--- src/rtl/seq_pkg.sv ---
// Shared types for the motion sequencer: playback states and the ranking
// used to pick one command when several pulses arrive in the same cycle.
package seq_pkg;

    typedef enum logic [1:0] {
        IDLE  = 2'd0,
        RUN   = 2'd1,
        PAUSE = 2'd2
    } state_t;

    // A larger value means a higher priority.
    typedef enum logic [2:0] {
        CMD_NONE    = 3'd0,
        CMD_SAVE    = 3'd1,
        CMD_DELETE  = 3'd2,
        CMD_EXECUTE = 3'd3,
        CMD_ABORT   = 3'd4,
        CMD_CLEAR   = 3'd5
    } cmd_t;

    function automatic cmd_t pick_cmd(input logic clear, input logic abort,
                                      input logic execute, input logic delete,
                                      input logic save);
        cmd_t c;
        if (clear) begin
            c = CMD_CLEAR;
        end else if (abort) begin
            c = CMD_ABORT;
        end else if (execute) begin
            c = CMD_EXECUTE;
        end else if (delete) begin
            c = CMD_DELETE;
        end else if (save) begin
            c = CMD_SAVE;
        end else begin
            c = CMD_NONE;
        end
        return c;
    endfunction

endpackage

--- src/rtl/step_timer.sv ---
// Per-step down-counter: counts only while run is high and reloads itself on
// the terminal cycle so consecutive steps need no extra load.
module step_timer #(
    parameter int TICKS = 50_000_000
) (
    input  logic clk,
    input  logic rst,
    input  logic load,
    input  logic run,
    output logic done
);
    localparam int TW = $clog2(TICKS);
    localparam logic [TW-1:0] RELOAD = TW'(TICKS - 1);

    logic [TW-1:0] cnt_q, cnt_d;

    // Next count: load wins, otherwise count down (with reload) only while running.
    always_comb begin
        cnt_d = cnt_q;
        if (load) begin
            cnt_d = RELOAD;
        end else if (run) begin
            if (cnt_q == {TW{1'b0}}) begin
                cnt_d = RELOAD;
            end else begin
                cnt_d = cnt_q - TW'(1);
            end
        end else begin
            cnt_d = cnt_q;
        end
    end

    // Counter register.
    always_ff @(posedge clk) begin
        if (rst) begin
            cnt_q <= {TW{1'b0}};
        end else begin
            cnt_q <= cnt_d;
        end
    end

    assign done = run && (cnt_q == {TW{1'b0}});

endmodule

--- src/rtl/motion_sequencer.sv ---
// Records switch-set instructions and replays them non-destructively, one per
// timed step, with pause/resume, abort and optional looping.
module motion_sequencer
    import seq_pkg::*;
#(
    parameter int DEPTH      = 8,
    parameter int DATA_W     = 5,
    parameter int STEP_TICKS = 50_000_000
) (
    input  logic                       clk,
    input  logic                       rst,
    input  logic                       save,
    input  logic                       delete,
    input  logic                       execute,
    input  logic                       abort,
    input  logic                       clear,
    input  logic                       loop_mode,
    input  logic [DATA_W-1:0]          data_in,
    output logic [DATA_W-1:0]          cmd_out,
    output logic                       cmd_valid,
    output logic [$clog2(DEPTH)-1:0]   step_idx,
    output logic [$clog2(DEPTH+1)-1:0] count,
    output logic                       empty,
    output logic                       full,
    output logic [1:0]                 state,
    output logic                       err
);
    localparam int IDX_W = $clog2(DEPTH);
    localparam int CNT_W = $clog2(DEPTH + 1);

    logic [DATA_W-1:0] mem_q [DEPTH];
    state_t            state_q, state_d;
    logic [IDX_W-1:0]  step_q, step_d;
    logic [CNT_W-1:0]  count_q, count_d;
    logic [DATA_W-1:0] cmd_out_q, cmd_out_d;
    logic              cmd_valid_q, cmd_valid_d;
    logic              empty_q, empty_d;
    logic              full_q, full_d;
    logic              err_q, err_d;

    cmd_t cmd_s;
    logic wr_en_s, is_last_s, timer_load_s, timer_run_s, timer_done_s;

    step_timer #(.TICKS(STEP_TICKS)) u_step_timer (
        .clk  (clk),
        .rst  (rst),
        .load (timer_load_s),
        .run  (timer_run_s),
        .done (timer_done_s)
    );

    // Next-state, storage-control and output decode.
    always_comb begin
        state_d      = state_q;
        step_d       = step_q;
        count_d      = count_q;
        err_d        = 1'b0;
        wr_en_s      = 1'b0;
        timer_load_s = 1'b0;
        timer_run_s  = (state_q == RUN);
        cmd_s        = pick_cmd(clear, abort, execute, delete, save);
        is_last_s    = (step_q == IDX_W'(count_q - CNT_W'(1)));

        case (state_q)
            IDLE: begin
                case (cmd_s)
                    CMD_CLEAR: count_d = {CNT_W{1'b0}};
                    CMD_EXECUTE: begin
                        if (count_q != {CNT_W{1'b0}}) begin
                            state_d      = RUN;
                            step_d       = {IDX_W{1'b0}};
                            timer_load_s = 1'b1;
                        end else begin
                            err_d = 1'b1;
                        end
                    end
                    CMD_DELETE: begin
                        if (count_q == {CNT_W{1'b0}}) begin
                            err_d = 1'b1;
                        end else begin
                            count_d = count_q - CNT_W'(1);
                        end
                    end
                    CMD_SAVE: begin
                        if (count_q == CNT_W'(DEPTH)) begin
                            err_d = 1'b1;
                        end else begin
                            wr_en_s = 1'b1;
                            count_d = count_q + CNT_W'(1);
                        end
                    end
                    default: state_d = IDLE;
                endcase
            end
            RUN: begin
                // Step advance happens regardless of the command that also acts.
                if (timer_done_s) begin
                    if (!is_last_s) begin
                        step_d = step_q + IDX_W'(1);
                    end else if (loop_mode) begin
                        step_d = {IDX_W{1'b0}};
                    end else begin
                        state_d = IDLE;
                        step_d  = {IDX_W{1'b0}};
                    end
                end else begin
                    step_d = step_q;
                end
                case (cmd_s)
                    CMD_CLEAR, CMD_DELETE, CMD_SAVE: err_d = 1'b1;
                    CMD_ABORT: begin
                        state_d = IDLE;
                        step_d  = {IDX_W{1'b0}};
                    end
                    CMD_EXECUTE: begin
                        if (state_d == RUN) begin
                            state_d = PAUSE;
                        end else begin
                            state_d = IDLE;
                        end
                    end
                    default: err_d = 1'b0;
                endcase
            end
            PAUSE: begin
                case (cmd_s)
                    CMD_CLEAR, CMD_DELETE, CMD_SAVE: err_d = 1'b1;
                    CMD_ABORT: begin
                        state_d = IDLE;
                        step_d  = {IDX_W{1'b0}};
                    end
                    CMD_EXECUTE: state_d = RUN;
                    default: state_d = PAUSE;
                endcase
            end
            default: begin
                state_d = IDLE;
                step_d  = {IDX_W{1'b0}};
            end
        endcase

        cmd_valid_d = (state_d != IDLE);
        if (cmd_valid_d) begin
            cmd_out_d = mem_q[step_d];
        end else begin
            cmd_out_d = {DATA_W{1'b0}};
        end
        empty_d = (count_d == {CNT_W{1'b0}});
        full_d  = (count_d == CNT_W'(DEPTH));
    end

    // State, storage and registered outputs.
    always_ff @(posedge clk) begin
        if (rst) begin
            state_q     <= IDLE;
            step_q      <= {IDX_W{1'b0}};
            count_q     <= {CNT_W{1'b0}};
            cmd_out_q   <= {DATA_W{1'b0}};
            cmd_valid_q <= 1'b0;
            empty_q     <= 1'b1;
            full_q      <= 1'b0;
            err_q       <= 1'b0;
            for (int i = 0; i < DEPTH; i++) begin
                mem_q[i] <= {DATA_W{1'b0}};
            end
        end else begin
            state_q     <= state_d;
            step_q      <= step_d;
            count_q     <= count_d;
            cmd_out_q   <= cmd_out_d;
            cmd_valid_q <= cmd_valid_d;
            empty_q     <= empty_d;
            full_q      <= full_d;
            err_q       <= err_d;
            if (wr_en_s) begin
                mem_q[IDX_W'(count_q)] <= data_in;
            end
        end
    end

    assign cmd_out   = cmd_out_q;
    assign cmd_valid = cmd_valid_q;
    assign step_idx  = step_q;
    assign count     = count_q;
    assign empty     = empty_q;
    assign full      = full_q;
    assign state     = state_q;
    assign err       = err_q;

endmodule

--- config.mk ---
export PLATFORM = sky130hd
export DESIGN_NAME = motion_sequencer
export DESIGN_NICKNAME = d
export VERILOG_FILES = /design/src/rtl/seq_pkg.sv /design/src/rtl/step_timer.sv /design/src/rtl/motion_sequencer.sv
export SDC_FILE = /design/constraint.sdc
export NUM_CORES = 1
export LEC_CHECK = 0
export ABC_AREA = 1
export BUFFER_PORTS_ARGS = -buffer_cell sky130_fd_sc_hd__buf_2
export CORE_MARGIN = 2
export CORE_UTILIZATION = 54
export DETAILED_ROUTE_END_ITERATION = 10
export HOLD_SLACK_MARGIN = 0.1
export PLACE_DENSITY_LB_ADDON = 0.2
export SLEW_MARGIN = 20
export SYNTH_ARGS = -nofsm -noshare
export SYNTH_HDL_FRONTEND = slang
export SYNTH_SLANG_ARGS = --single-unit
--- constraint.sdc ---
create_clock -name clk -period 5.35 [get_ports clk]
set_input_delay 0.535 -clock clk [delete_from_list [all_inputs] [get_ports clk]]
set_output_delay 0.535 -clock clk [all_outputs]
set_load 0.01 [all_outputs]
## Yosys cells after proc, flatten, opt, wreduce, memory -nomap -nowiden

Memory sizes are Yosys's and may differ from the RTL's. A register that Yosys moved wholly into a read port is not among the register bits.
Index checks and enable logic that the tools add are counted.

| operators by class | value |
|---|---|
| add/subtract/negate cells | 4 |
| $mul | 0 |
| div/mod/pow operators | 0 |
| $lt $le $gt $ge | 0 |
| eq/ne operators | 11 |
| shift operators | 0 |
| muxes and demuxes | 49 |
| bitwise logic cells | 1 |
| reductions and logical operators | 13 |

Operators by type and width:

| cell | number |
|---|---|
| $mux 26 | 3 |
| $mux 3 | 9 |
| $logic_not 26->1 | 1 |
| $sub 26x1->26 const B | 1 |
| $mux 1 | 17 |
| $mux 2 | 8 |
| $mux 4 | 3 |
| $pmux 2 s3 | 2 |
| $pmux 4 s3 | 1 |
| $pmux 3 s3 | 1 |
| $eq 4x4->1 const B | 2 |
| $logic_not 4->1 | 2 |
| $pmux 2 s2 | 2 |
| $eq 3x2->1 const B | 2 |
| $eq 3x3->1 const B | 2 |
| $reduce_or 2->1 | 3 |
| $mux 5 | 1 |
| $reduce_or 5->1 | 1 |
| $add 4x1->4 const B | 1 |
| $eq 2x1->1 const B | 2 |
| $reduce_bool 2->1 | 2 |
| $reduce_bool 4->1 | 1 |
| $sub 4x1->4 const B | 1 |
| $add 3x1->3 const B | 1 |
| 9 further kinds | 9 |

| word-level totals | value |
|---|---|
| register bits | 39 |
| latch bits | 0 |
| bits in writable memories | 40 |
| bits in read-only memories | 0 |
| input port bits | 13 |
| logic and storage cells | 88 |
| memories kept | 1 |

Memory list:

| name | depth | width | rd ports | clocked after Yosys merged registers in | wr ports | RTL line | source |
|---|---|---|---|---|---|---|---|
| mem_q | 8 | 5 | 1 | 1 | 8 | motion_sequencer.sv:31 | `logic [DATA_W-1:0] mem_q [DEPTH];` |

## Depth between registers and ports, before layout

| logic depth | value |
|---|---|
| depth in word-level cells | 13 |
| mapped depth | 19 |
| gate-level depth less buffers | 18 |

## Cells and area by module

From an unflattened synthesis, not the netlist that was laid out.

| unflattened totals | value |
|---|---|
| cells, all modules | 634 |
| area total of the unflattened synthesis | 4649.5 um2 |

By module, submodules not included:

| module | times used | cells an instance | area an instance (um2) |
|---|---|---|---|
| motion_sequencer | 1 | 410 | 3179.3 |
| step_timer | 1 | 224 | 1470.2 |

## Least setup slack after synthesis

No wires, ideal clock.

| timing | value |
|---|---|
| kind | register -> register |
| start | register count_q[0] (netlist: count[0]) |
| end | memory mem_q[1][0], enable pin |
| library setup time | 0.313 ns |
| arrival | 2.009 ns |
| required time | 5.037 ns |
| path slack | 3.028 ns |
| cell stages (with the launch flop) | 10 |
| path buffers | 0 |
| path through | dfxtp_1 clkinv_1 ha_1 nand2_2 nor2_1 nor2_1 inv_1 nor4_1 nand2_1 nand2_1 |

RTL lines:

| what | RTL line | source |
|---|---|---|
| start: declaration | motion_sequencer.sv:34 | `logic [CNT_W-1:0] count_q, count_d;` |
| start signal: assignment | motion_sequencer.sv:157 | `count_q <= {CNT_W{1'b0}};` |
| start signal: assignment | motion_sequencer.sv:169 | `count_q <= count_d;` |
| end: declaration | motion_sequencer.sv:31 |  |

## Worst setup path after layout

| timing | value |
|---|---|
| start | register count_q[0] (netlist: count[0]) |
| end | register cmd_out_q[0] (netlist: cmd_out[0]), read port of mem_q |

| on the way | value |
|---|---|
| cells in the longest elaborated chain, start to end | 12 |

Ends and longest elaborated chain:

| what | RTL line | source |
|---|---|---|
| $sub 4x1->4 | n/a |  |
| $eq 3x3->1 | motion_sequencer.sv:62 | `is_last_s = (step_q == IDX_W'(count_q - CNT_W'(1)));` |
| $mux 2 | motion_sequencer.sv:98 | `if (!is_last_s) begin` |
| $mux 2 | motion_sequencer.sv:97 | `if (timer_done_s) begin` |
| $mux 2 | motion_sequencer.sv:64 | `case (state_q)` |
| $eq 2x1->1 | motion_sequencer.sv:116 | `if (state_d == RUN) begin` |
| $mux 2 | motion_sequencer.sv:116 |  |
| $pmux 2 s2 | motion_sequencer.sv:109 | `case (cmd_s)` |
| $pmux 2 s3 | motion_sequencer.sv:64 |  |
| $reduce_bool 2->1 | motion_sequencer.sv:142 | `cmd_valid_d = (state_d != IDLE);` |
| $not 1->1 (no line) | n/a |  |
| $reduce_or 2->1 (no line) | n/a |  |
| end: declaration | motion_sequencer.sv:35 | `logic [DATA_W-1:0] cmd_out_q, cmd_out_d;` |

Parallel ways exist; a longest one is shown, timed or not. The select of a mux whose other input is x is not followed.
A chain may end at the register's enable or synchronous reset.

==> flow_results.xml <==
<?xml version="1.0" encoding="UTF-8"?>
<metrics>
  <group name="outcome">
    <metric name="status" unit="">finished clean</metric>
  </group>
  <group name="pwr">
    <metric name="combPwrFrac" unit="">0.210</metric>
    <metric name="power" unit="uW">1525</metric>
    <metric name="net-switching-power" unit="uW">494.6</metric>
    <metric name="power_report.internal_total" unit="uW">1030</metric>
    <metric name="switching_share_of_power" unit="">0.3243</metric>
    <metric name="p_per_area" unit="nW/um^2">300.8</metric>
    <metric name="seq_power_share" unit="">0.475</metric>
    <metric name="clock_power_share" unit="">0.315</metric>
    <metric name="power_leakage" unit="uW">0.002393</metric>
    <metric name="vdd.ir_drop.worst" unit="V">0.0002221</metric>
  </group>
  <group name="clocking">
    <metric name="cts.root.buffer_cell" unit="">sky130_fd_sc_hd__clkbuf_8</metric>
    <metric name="post_cts.resized_instances" unit="">0</metric>
    <metric name="clkSinkCount" unit="">84</metric>
    <metric name="insertion_delay" unit="ns">0.36</metric>
    <metric name="numCtsBuffers" unit="">9</metric>
    <metric name="clockBufferDepth" unit="">2</metric>
    <metric name="cts.hold.buffers_added" unit="">0</metric>
    <metric name="postCtsSetupBuffers" unit="">0</metric>
    <metric name="clock_tree.htree_level_count" unit="">3</metric>
    <metric name="tritoncts" unit="">done</metric>
    <metric name="clkTransAtPathRegs" unit="ns">0.09</metric>
  </group>
  <group name="sta">
    <metric name="report.final.setup_viol" unit="">0</metric>
    <metric name="max_freq" unit="GHz">0.3498</metric>
    <metric name="rsz_0062_raised_after_global_routing" unit="">no</metric>
    <metric name="worst_slew_pin_slew" unit="ns">0.8222</metric>
    <metric name="timing.setup.tns" unit="ns">0</metric>
    <metric name="period_needed" unit="ns">2.859</metric>
    <metric name="relSlewSlack" unit="">0.4513</metric>
    <metric name="post_layout_worst_setup_margin" unit="ns">2.491</metric>
    <metric name="worst_clock_skew" unit="ns">0.008062</metric>
    <metric name="final_min_period_over_clock_period" unit="">0.5343</metric>
    <metric name="final_max_slew_violation_count" unit="">0</metric>
    <metric name="finalHoldViolCount" unit="">0</metric>
  </group>
  <group name="grt">
    <metric name="final_global_route_overflow_total" unit="">0</metric>
    <metric name="grt.total_usage" unit="">0.2380</metric>
    <metric name="largest_net_degree_at_the_start_of_global_routing" unit="">24</metric>
    <metric name="first_global_vias" unit="">3840</metric>
    <metric name="number_of_antenna_violations_at_the_first_check_in_global_routing" unit="">0</metric>
    <metric name="grt_pass1_wl" unit="um">18280</metric>
  </group>
  <group name="drt">
    <metric name="wl" unit="um">10860</metric>
    <metric name="viasPerCell" unit="">5.453</metric>
    <metric name="vias" unit="">4084</metric>
    <metric name="drt_pre_antenna_iters" unit="">4</metric>
    <metric name="drc" unit="">0</metric>
    <metric name="ant_nets" unit="">0</metric>
    <metric name="wl_per_cell" unit="um">14.49</metric>
    <metric name="dr.first_iter.drc_count" unit="">235</metric>
  </group>
  <group name="logic_synthesis">
    <metric name="yosys_warnings" unit="">0</metric>
    <metric name="synth_cell_type_count" unit="">45</metric>
    <metric name="ys.flop_type" unit="">sky130_fd_sc_hd__dfxtp_1</metric>
    <metric name="ys_seq_area_frac" unit="">0.4459</metric>
    <metric name="synth.area.top_cells" unit="">sky130_fd_sc_hd__edfxtp_1, sky130_fd_sc_hd__dfxtp_1, sky130_fd_sc_hd__nand2_1, sky130_fd_sc_hd__nor2_1, sky130_fd_sc_hd__inv_1</metric>
    <metric name="asyncSetResetFlopFracSynth" unit="">0</metric>
    <metric name="synth_area" unit="um^2">4669</metric>
    <metric name="synth_largest_type_area_fraction" unit="">0.2572</metric>
    <metric name="cell_accounting_for_the_most_synthesized_area" unit="">sky130_fd_sc_hd__edfxtp_1</metric>
    <metric name="synth-seq-cells" unit="">84</metric>
    <metric name="synth_fp_nets" unit="">635</metric>
    <metric name="synth_area_per_cell" unit="um^2">7.617</metric>
    <metric name="synth-edff-count" unit="">40</metric>
    <metric name="netlist_instances" unit="">613</metric>
  </group>
  <group name="place">
    <metric name="detailedPlace.worstSlack" unit="ns">2.577</metric>
    <metric name="numPortBuffers" unit="">30</metric>
    <metric name="gpl.final_weighted_congestion" unit="">0.9259</metric>
    <metric name="dp_hpwl" unit="um">8104</metric>
  </group>
  <group name="job">
    <metric name="cap_violations" unit="">0</metric>
  </group>
  <group name="die">
    <metric name="fp.dieH" unit="um">96.99</metric>
    <metric name="fp.coreArea" unit="um^2">8299</metric>
    <metric name="io_pins" unit="">31</metric>
    <metric name="fp-row-count" unit="">33</metric>
    <metric name="die-width" unit="um">96.99</metric>
    <metric name="die_area" unit="um^2">9407</metric>
    <metric name="floorplan.initialDensity" unit="">0.5626</metric>
  </group>
  <group name="finish">
    <metric name="num-nets-final" unit="">661</metric>
    <metric name="layout-drive-gt1-share" unit="">0.1273</metric>
    <metric name="area_delta_synth_final" unit="%">8.574</metric>
    <metric name="multi_input_combinational_cell_area" unit="um^2">2196</metric>
    <metric name="area.sequential" unit="um^2">2082</metric>
    <metric name="num_antenna_cells" unit="">0</metric>
    <metric name="layout_commonest_cell" unit="">sky130_fd_sc_hd__nand2_1</metric>
    <metric name="fillers" unit="">762</metric>
    <metric name="layout_common_cells" unit="">sky130_fd_sc_hd__nand2_1, sky130_fd_sc_hd__nor2_1, sky130_fd_sc_hd__inv_1</metric>
  </group>
  <group name="critical_path">
    <metric name="worst_ep_required_time" unit="ns">5.66</metric>
    <metric name="worst_setup_end_kind" unit="">flip-flop</metric>
    <metric name="critical_path.startpoint_type" unit="">flip-flop</metric>
    <metric name="worstPathArrival" unit="ns">3.16</metric>
    <metric name="crit_type" unit="">flip-flop to flip-flop</metric>
    <metric name="crit_fanout" unit="">21</metric>
  </group>
  <group name="worst_hold_path">
    <metric name="hold_path_class" unit="">flip-flop to flip-flop</metric>
  </group>
</metrics>
[synth_stat cells, drive strengths merged (6+ instances only)]
cell    number
dfxtp       44
a21oi       25
nor3         6
a31oi        6
nor2       123
edfxtp      40
buf         10
nand4       24
nand3       34
nand2      139
o21ai       32
inv         79
xor2         7
ha           9
[worst max-delay path: stages, from the launching register on]
cell and delay (ns):
sky130_fd_sc_hd__dfxtp_1 0.43, sky130_fd_sc_hd__clkinv_1 0.27, sky130_fd_sc_hd__ha_1 0.33, sky130_fd_sc_hd__nand3_1 0.17
sky130_fd_sc_hd__nand3_1 0.14, sky130_fd_sc_hd__nand2_1 0.11, sky130_fd_sc_hd__o21ai_0 0.08, sky130_fd_sc_hd__inv_1 0.06
sky130_fd_sc_hd__nand2_1 0.40, sky130_fd_sc_hd__nand3_4 0.36, sky130_fd_sc_hd__nand2_1 0.09, sky130_fd_sc_hd__nand2_1 0.08
sky130_fd_sc_hd__nand2_1 0.06, sky130_fd_sc_hd__nand3_1 0.07, sky130_fd_sc_hd__nand2_1 0.07, sky130_fd_sc_hd__nor2_2 0.08
[through the flow]
stage          instances  hold WS, ns    util  area, um^2
2_1_floorplan        613       0.4568       -        4669
3_3_place_gp         733       0.4957  0.5859        4862
3_5_place_dp         733       0.5034  0.5859        4862
4_1_cts              749       0.5173  0.6109        5070
5_1_grt              749       0.5465  0.6109        5070
6_report             749       0.5167  0.6109        5070
[registers in the layout, indices dropped and copies added, names as in the netlist]
register and count:
cmd_out 5, cmd_valid 1, count 4, empty 1, err 1, full 1
mem_q 40, state 2, step_idx 3, u_step_timer.cnt_q 26
[routing by layer]
metal / up-vias / wire length, um / global-route usage
met5: - / 0 / 0
met4: 0 / 172 / 0.06934
met2: 112 / 5302 / 0.4065
met3: 17 / 484 / 0.04263
met1: 1891 / 4894 / 0.3095
li1: 2064 / - / -
[power by group through the flow]
stage	Clock [uW]	Sequential [uW]	Combinational [uW]
3_5_place_dp	0	738	317
2_1_floorplan	0	737	241
6_report	481	724	321
4_1_cts	491	723	319
5_1_grt	513	728	361
3_3_place_gp	0	737	309
[final timing paths]
path | slack, ns | end | start | cells after the start
worst min-delay path | 0.52 | u_step_timer.cnt_q[13] | u_step_timer.cnt_q[13] | 2
worst max register to register | 2.49 | cmd_out[0] | count[0] | 15
worst min register to register | 0.52 | u_step_timer.cnt_q[13] | u_step_timer.cnt_q[13] | 2
worst max-delay path | 2.49 | cmd_out[0] | count[0] | 15
[kinds of logic (layout without fill, tap and decap cells)]
logic type               count (synthesis)  count (layout)  synth area share
AND/OR/NAND/NOR                        336             336            0.3234
adder cells (fa/ha/maj)                  9               9           0.02412
XOR/XNOR                                12              12           0.02251
flip-flops                              84              84            0.4459
AO/OA/AOI/OAI                           77              77            0.1002
buffers and inverters                   95             126           0.08387
[area by class of cell]
class | count | share of cell area
Multi-Input combinational cell | 434 | 0.4331
Timing Repair Buffer | 30 | 0.02962
Inverter | 80 | 0.05972
Clock buffer | 9 | 0.02443
Clock inverter | 7 | 0.01654
Tap cell | 105 | 0.02591
Sequential cell | 84 | 0.4107
No activity file was read; power rests on OpenSTA's default activity.
